==> src/rtl/alu_exec_unit.sv <==
// MIPS execution stage: one-cycle ADD/SUB/AND/OR/SLT and a WIDTH-cycle signed restoring divider.
// Optional build macro ALU_DIVU_EN adds unsigned DIVU on code 4'b1101.
module alu_exec_unit #(
  parameter int WIDTH = 32
) (
  input  logic             clk,
  input  logic             rst_n,
  input  logic             start,
  input  logic [3:0]       alu_control,
  input  logic [WIDTH-1:0] a,
  input  logic [WIDTH-1:0] b,
  output logic [WIDTH-1:0] result,
  output logic [WIDTH-1:0] remainder,
  output logic             zero,
  output logic             done,
  output logic             busy,
  output logic             div_by_zero
);

  localparam int CNT_W = $clog2(WIDTH);

  localparam logic [3:0] OP_AND  = 4'b0000;
  localparam logic [3:0] OP_OR   = 4'b0001;
  localparam logic [3:0] OP_ADD  = 4'b0010;
  localparam logic [3:0] OP_DIV  = 4'b0101;
  localparam logic [3:0] OP_SUB  = 4'b0110;
  localparam logic [3:0] OP_SLT  = 4'b0111;
`ifdef ALU_DIVU_EN
  localparam logic [3:0] OP_DIVU = 4'b1101;
`endif

  localparam logic [1:0] S_IDLE = 2'b00;
  localparam logic [1:0] S_DIV  = 2'b01;
  localparam logic [1:0] S_FIX  = 2'b10;

  logic [1:0]       state_q, state_d;
  logic [WIDTH-1:0] result_q, result_d;
  logic [WIDTH-1:0] rem_out_q, rem_out_d;
  logic             zero_q, zero_d;
  logic             done_q, done_d;
  logic             dbz_q, dbz_d;
  logic [WIDTH-1:0] quo_q, quo_d;
  logic [WIDTH-1:0] prem_q, prem_d;
  logic [WIDTH-1:0] dvsr_q, dvsr_d;
  logic [CNT_W-1:0] cnt_q, cnt_d;
  logic             sign_q_q, sign_q_d;
  logic             sign_r_q, sign_r_d;

  logic [WIDTH-1:0] single_res;
  logic             is_div_op, is_signed_div;
  logic [WIDTH-1:0] abs_a, abs_b;
  logic [WIDTH:0]   trial_sh, trial_diff;
  logic [WIDTH-1:0] quo_fix, rem_fix;

  // Single-cycle ops; illegal codes fall through to a zero result.
  always_comb begin
    // NOTE: every combinational output gets a default first so no path can infer a latch.
    single_res = '0;
    case (alu_control)
      OP_ADD:  single_res = a + b;
      OP_SUB:  single_res = a - b;
      OP_AND:  single_res = a & b;
      OP_OR:   single_res = a | b;
      OP_SLT:  single_res = {{(WIDTH-1){1'b0}}, ($signed(a) < $signed(b))};
      default: single_res = '0;
    endcase
  end

  always_comb begin
    is_div_op     = 1'b0;
    is_signed_div = 1'b0;
    if (alu_control == OP_DIV) begin
      is_div_op     = 1'b1;
      is_signed_div = 1'b1;
    end
`ifdef ALU_DIVU_EN
    else if (alu_control == OP_DIVU) begin
      is_div_op = 1'b1;
    end
`endif
  end

  // Magnitudes; -2^(WIDTH-1) negates to itself, which is the correct unsigned magnitude.
  assign abs_a = (is_signed_div && a[WIDTH-1]) ? -a : a;
  assign abs_b = (is_signed_div && b[WIDTH-1]) ? -b : b;

  // One extra bit keeps 2*rem+1 from overflowing when the divisor uses the full width.
  assign trial_sh   = {prem_q, quo_q[WIDTH-1]};
  assign trial_diff = trial_sh - {1'b0, dvsr_q};

  assign quo_fix = sign_q_q ? -quo_q  : quo_q;
  assign rem_fix = sign_r_q ? -prem_q : prem_q;

  always_comb begin
    state_d   = state_q;
    result_d  = result_q;
    rem_out_d = rem_out_q;
    zero_d    = zero_q;
    dbz_d     = dbz_q;
    done_d    = 1'b0;
    quo_d     = quo_q;
    prem_d    = prem_q;
    dvsr_d    = dvsr_q;
    cnt_d     = cnt_q;
    sign_q_d  = sign_q_q;
    sign_r_d  = sign_r_q;

    case (state_q)
      S_IDLE: begin
        if (start) begin
          if (is_div_op) begin
            if (b == '0) begin
              result_d  = '1;
              rem_out_d = a;
              zero_d    = 1'b0;
              dbz_d     = 1'b1;
              done_d    = 1'b1;
            end else begin
              quo_d    = abs_a;
              dvsr_d   = abs_b;
              prem_d   = '0;
              sign_q_d = is_signed_div & (a[WIDTH-1] ^ b[WIDTH-1]);
              sign_r_d = is_signed_div & a[WIDTH-1];
              cnt_d    = CNT_W'(WIDTH - 1);
              state_d  = S_DIV;
            end
          end else begin
            result_d  = single_res;
            rem_out_d = '0;
            zero_d    = (single_res == '0);
            dbz_d     = 1'b0;
            done_d    = 1'b1;
          end
        end
      end

      S_DIV: begin
        if (!trial_diff[WIDTH]) begin
          prem_d = trial_diff[WIDTH-1:0];
          quo_d  = {quo_q[WIDTH-2:0], 1'b1};
        end else begin
          prem_d = trial_sh[WIDTH-1:0];
          quo_d  = {quo_q[WIDTH-2:0], 1'b0};
        end
        if (cnt_q == '0) begin
          state_d = S_FIX;
        end else begin
          cnt_d = cnt_q - 1'b1;
        end
      end

      S_FIX: begin
        result_d  = quo_fix;
        rem_out_d = rem_fix;
        zero_d    = (quo_fix == '0);
        dbz_d     = 1'b0;
        done_d    = 1'b1;
        state_d   = S_IDLE;
      end

      default: state_d = S_IDLE;
    endcase
  end

  always_ff @(posedge clk or negedge rst_n) begin
    if (!rst_n) begin
      state_q   <= S_IDLE;
      result_q  <= '0;
      rem_out_q <= '0;
      zero_q    <= 1'b0;
      done_q    <= 1'b0;
      dbz_q     <= 1'b0;
      quo_q     <= '0;
      prem_q    <= '0;
      dvsr_q    <= '0;
      cnt_q     <= '0;
      sign_q_q  <= 1'b0;
      sign_r_q  <= 1'b0;
    end else begin
      // NOTE: non-blocking assignments so every flop samples pre-edge values regardless of order.
      state_q   <= state_d;
      result_q  <= result_d;
      rem_out_q <= rem_out_d;
      zero_q    <= zero_d;
      done_q    <= done_d;
      dbz_q     <= dbz_d;
      quo_q     <= quo_d;
      prem_q    <= prem_d;
      dvsr_q    <= dvsr_d;
      cnt_q     <= cnt_d;
      sign_q_q  <= sign_q_d;
      sign_r_q  <= sign_r_d;
    end
  end

  assign result      = result_q;
  assign remainder   = rem_out_q;
  assign zero        = zero_q;
  assign done        = done_q;
  assign busy        = (state_q != S_IDLE);
  assign div_by_zero = dbz_q;

endmodule

==> config.mk <==
export PLATFORM = sky130hd
export DESIGN_NAME = alu_exec_unit
export DESIGN_NICKNAME = d
export VERILOG_FILES = /design/src/rtl/alu_exec_unit.sv
export SDC_FILE = /design/constraint.sdc
export NUM_CORES = 1
export LEC_CHECK = 0
export ABC_AREA = 1
export CAP_MARGIN = 20
export CORE_ASPECT_RATIO = 0.5
export CORE_MARGIN = 4
export CORE_UTILIZATION = 46
export DETAILED_ROUTE_END_ITERATION = 6
export PLACE_DENSITY_LB_ADDON = 0.3
export RECOVER_POWER = 25
export SLEW_MARGIN = 20
export SYNTH_ARGS = -nofsm -noshare
export SYNTH_HDL_FRONTEND = slang
export SYNTH_SLANG_ARGS = --single-unit
==> constraint.sdc <==
create_clock -name clk -period 3.77 [get_ports clk]
set_input_delay 0.754 -clock clk [delete_from_list [all_inputs] [get_ports clk]]
set_output_delay 0.754 -clock clk [all_outputs]
set_load 0.02 [all_outputs]
==> run_results.csv, run 1 <==
group,metric,value,unit
sta,finalHoldViolCount,0,
global_routing,grt_max_degree,96,
floorplanning,dieArea,44100,um^2
sta,worst_pin_slew,2500,ps
yosys,avgSynthCellArea,6.25,um^2
setup_path,setup.worst_path.start_class,"input port",
sta,fin_crit_sh,0.937,
sta,maxSlewHeadroom,-0.668,
setup_path,cp_max_fo,5,
setup_path,worstReg2RegEnd,"zero$_DFFE_PN0P_",
global_routing,antenna_found_initial,2,
final_layout,area_growth,23.8,%
floorplanning,num_rows,51,
sta,max_freq,0.283,GHz
detailed_routing,first_pass_iters,6,
floorplanning,pin_count,139,
sta,rsz0062_at_grt,"no",
yosys,synthesis.nets,3210,
clock_network,cts_sinks,172,
floorplanning,start_util,0.473,
placed_design,place_ws,-190,ps
setup_path,cp_data_required_time,4100,ps
clock_network,clk_pin_slew,80,ps
setup_path,r2r-start,"quo_q[0]$_DFFE_PN0P_",
global_routing,grt_pass1_vias,20000,
sta,fin_crit,3530,ps
power,p_leak,11.7,nW
setup_path,reg2reg_slack,450,ps
clock_network,cts_buffers,17,
sta,setup_viol,0,
detailed_routing,vias,21800,
yosys,synth_cells,2987,
setup_path,end_kind,"flip-flop",
yosys,yosysSeqAreaShare,0.231,
clock_network,clk_path_buf_depth,2,
placed_design,port_buffers,138,
clock_network,cts_tree,"done",
detailed_routing,final_antenna_net_count,0,
clock_network,cts_max_level,4,
final_layout,fillers,3947,
status,violations,"max-capacitance violations, max-slew violations",
yosys,synth_seq_cells,172,
min_path,hold_path.class,"reg2reg",
final_layout,layout.nets,3547,
global_routing,grt.total_usage,0.374,
placed_design,dpl_cell_area,22500,um^2
status,outcome,"finished with violations",
global_routing,grt_overflow,0,
yosys,synth_area,18700,um^2
final_layout,fin_area,23100,um^2
sta,skew,15.5,ps
sta,slew_viol_final,96,
setup_path,arrival,3860,ps
detailed_routing,viasPerCell,5.64,
final_layout,drive_gt1_frac,0.104,
flow_run,cap_violations,1,
power,power.density,597,nW/um^2
power,ir_worst_vdd,1.05,mV
detailed_routing,wirelength,83700,um
floorplanning,coreArea,39500,um^2
detailed_routing,wire_per_inst,21.6,um
clock_network,post_cts_buffers,0,
placed_design,hpwl,70300,um
min_path,hold_depth,2,
clock_network,postCtsHoldBufs,0,
final_layout,final_common_cell,"nand2_1",
placed_design,gp_congestion,1.04,
setup_path,rr_worst_depth,16,
setup_path,path_class,"in2reg",
min_path,min_to,"dvsr_q[29]$_DFFE_PN0P_",
floorplanning,die_h,150,um
clock_network,insertion_delay,460,ps
clock_network,root_buffer,"clkbuf_16",
sta,layout_setup_ws,237,ps
detailed_routing,drtIter0Drc,2958,
yosys,yosysWarningCount,0,
final_layout,final_cell_mix,"nand2_1, inv_1, nor2_1, buf_4, nand3_1",
yosys,ys_types,53,
clock_network,cts_resized,0,
floorplanning,die_x,293,um
min_path,hp-start,"dvsr_q[29]$_DFFE_PN0P_",
detailed_routing,drc,0,
global_routing,grt_pass1_wl,123000,um
[state kept, by name, summed over array words and instances, names as in the netlist, 2 cells and up]
register / flops
remainder: 32
result: 32
cnt_q: 5
state_q: 2
dvsr_q: 32
quo_q: 32
prem_q: 32
[routing by layer]
layer  part of all wire  vias up  wire, um  track usage
met3               0.13       76     11100        0.118
met4              0.018        2      1520       0.0771
li1                   -    10400         -            -
met2               0.38     1101     32000        0.509
met5            0.00016        -        13            0
met1               0.47    10300     39100        0.569
[cells in the mapped netlist, drive strengths merged]
master / instances / area (um^2)
a211oi: 1 / 7.51
a21boi: 3 / 22.5
a21o: 10 / 75.1
a21oi: 117 / 593
a221oi: 1 / 8.76
a22oi: 24 / 180
a31oi: 7 / 58.8
and2: 1 / 6.26
and3: 3 / 18.8
buf: 53 / 305
clkbuf: 45 / 173
clkinv: 1 / 3.75
dfrtp: 172 / 4300
fa: 3 / 60.1
ha: 149 / 1860
inv: 526 / 1970
mux2: 1 / 11.3
nand2: 718 / 2700
nand3: 251 / 1260
nand3b: 20 / 150
nand4: 33 / 206
nor2: 315 / 1200
nor3: 46 / 250
nor4: 10 / 77.6
nor4b: 1 / 8.76
o2111ai: 3 / 26.3
o211ai: 22 / 165
o21a: 4 / 30.0
o21ai: 237 / 1200
o21bai: 16 / 120
o221ai: 51 / 447
o22ai: 40 / 250
o31ai: 4 / 48.8
or2: 2 / 12.5
xnor2: 14 / 123
xor2: 83 / 727
[worst max-delay path, stage by stage]
cell and delay (ps):
clkdlybuf4s50_1 590, inv_1 110, ha_1 420, inv_1 190, buf_4 150, nand2_1 90
inv_1 80, nand2_1 120, nor3_1 250, and2_1 170, nand2_1 90, nand3_1 100
nand2_1 60, nand3_1 130, nand3b_1 130, o211ai_1 290, o21ai_0 140
[cell families (layout without fill, tap and decap cells)]
family                   count (synthesis)  after routing  synth area share
flip-flops                             172            172             0.231
other                                    0              1                 0
AND/OR/NAND/NOR                       1400           1400             0.316
XOR/XNOR                                97             97            0.0455
buffers and inverters                  625            975             0.132
multiplexers                             1              1          0.000603
AO/OA/AOI/OAI                          540            540             0.173
adder cells (fa/ha/maj)                152            152             0.103
[where the power goes]
group,internal (mW),leakage [nW],total (mW),switching [mW]
registers,2.54,2.15,3.31,0.772
logic,3.10,9.28,8.55,5.44
clock network,1.02,0.302,1.93,0.909
total,6.66,11.7,13.8,7.12
[final cells by class]
type | instances | area, um^2 | share of cell area
Sequential cell | 172 | 4300 | 0.186
Tap cell | 530 | 663 | 0.0287
Multi-Input combinational cell | 2190 | 11900 | 0.516
Clock buffer | 17 | 425 | 0.0184
Clock inverter | 15 | 208 | 0.00899
Antenna cell | 1 | 2.50 | 0.000108
Inverter | 527 | 1980 | 0.0856
Timing Repair Buffer | 416 | 3590 | 0.156
[how the worst max path moves through the flow]
stage / start / endpoint / slack, ps / depth (start not counted)
after floorplan: a[0] / zero$_DFFE_PN0P_ / 1060 / 20
final: b[24] / result[28]$_DFFE_PN0P_ / 240 / 17
after global routing: b[24] / result[28]$_DFFE_PN0P_ / 9 / 17
after CTS: b[24] / result[28]$_DFFE_PN0P_ / 290 / 17
after global placement: a[24] / result[28]$_DFFE_PN0P_ / -170 / 17
after detailed placement: b[24] / result[28]$_DFFE_PN0P_ / -190 / 17
[stage by stage]
stage / cells / total power [mW] / hold slack, ps / utilization / setup TNS (ps)
after floorplan: 2987 / 8.87 / 453 / - / 0
after global placement: 3835 / 11.5 / 469 / 0.569 / -309
after detailed placement: 3835 / 11.6 / 472 / 0.569 / -322
after CTS: 3867 / 13.6 / 437 / 0.585 / 0
after global routing: 3868 / 14.9 / 516 / 0.585 / 0
final: 3868 / 13.8 / 486 / 0.585 / 0
(Power assumes the default switching activity.)
==> run 2: changes to the inputs <==
CTS_CLUSTER_DIAMETER = 50   (was unset)
==> results of run 2 <==
Same layout as run 1: the final DEF is identical, and so are final timing and power.
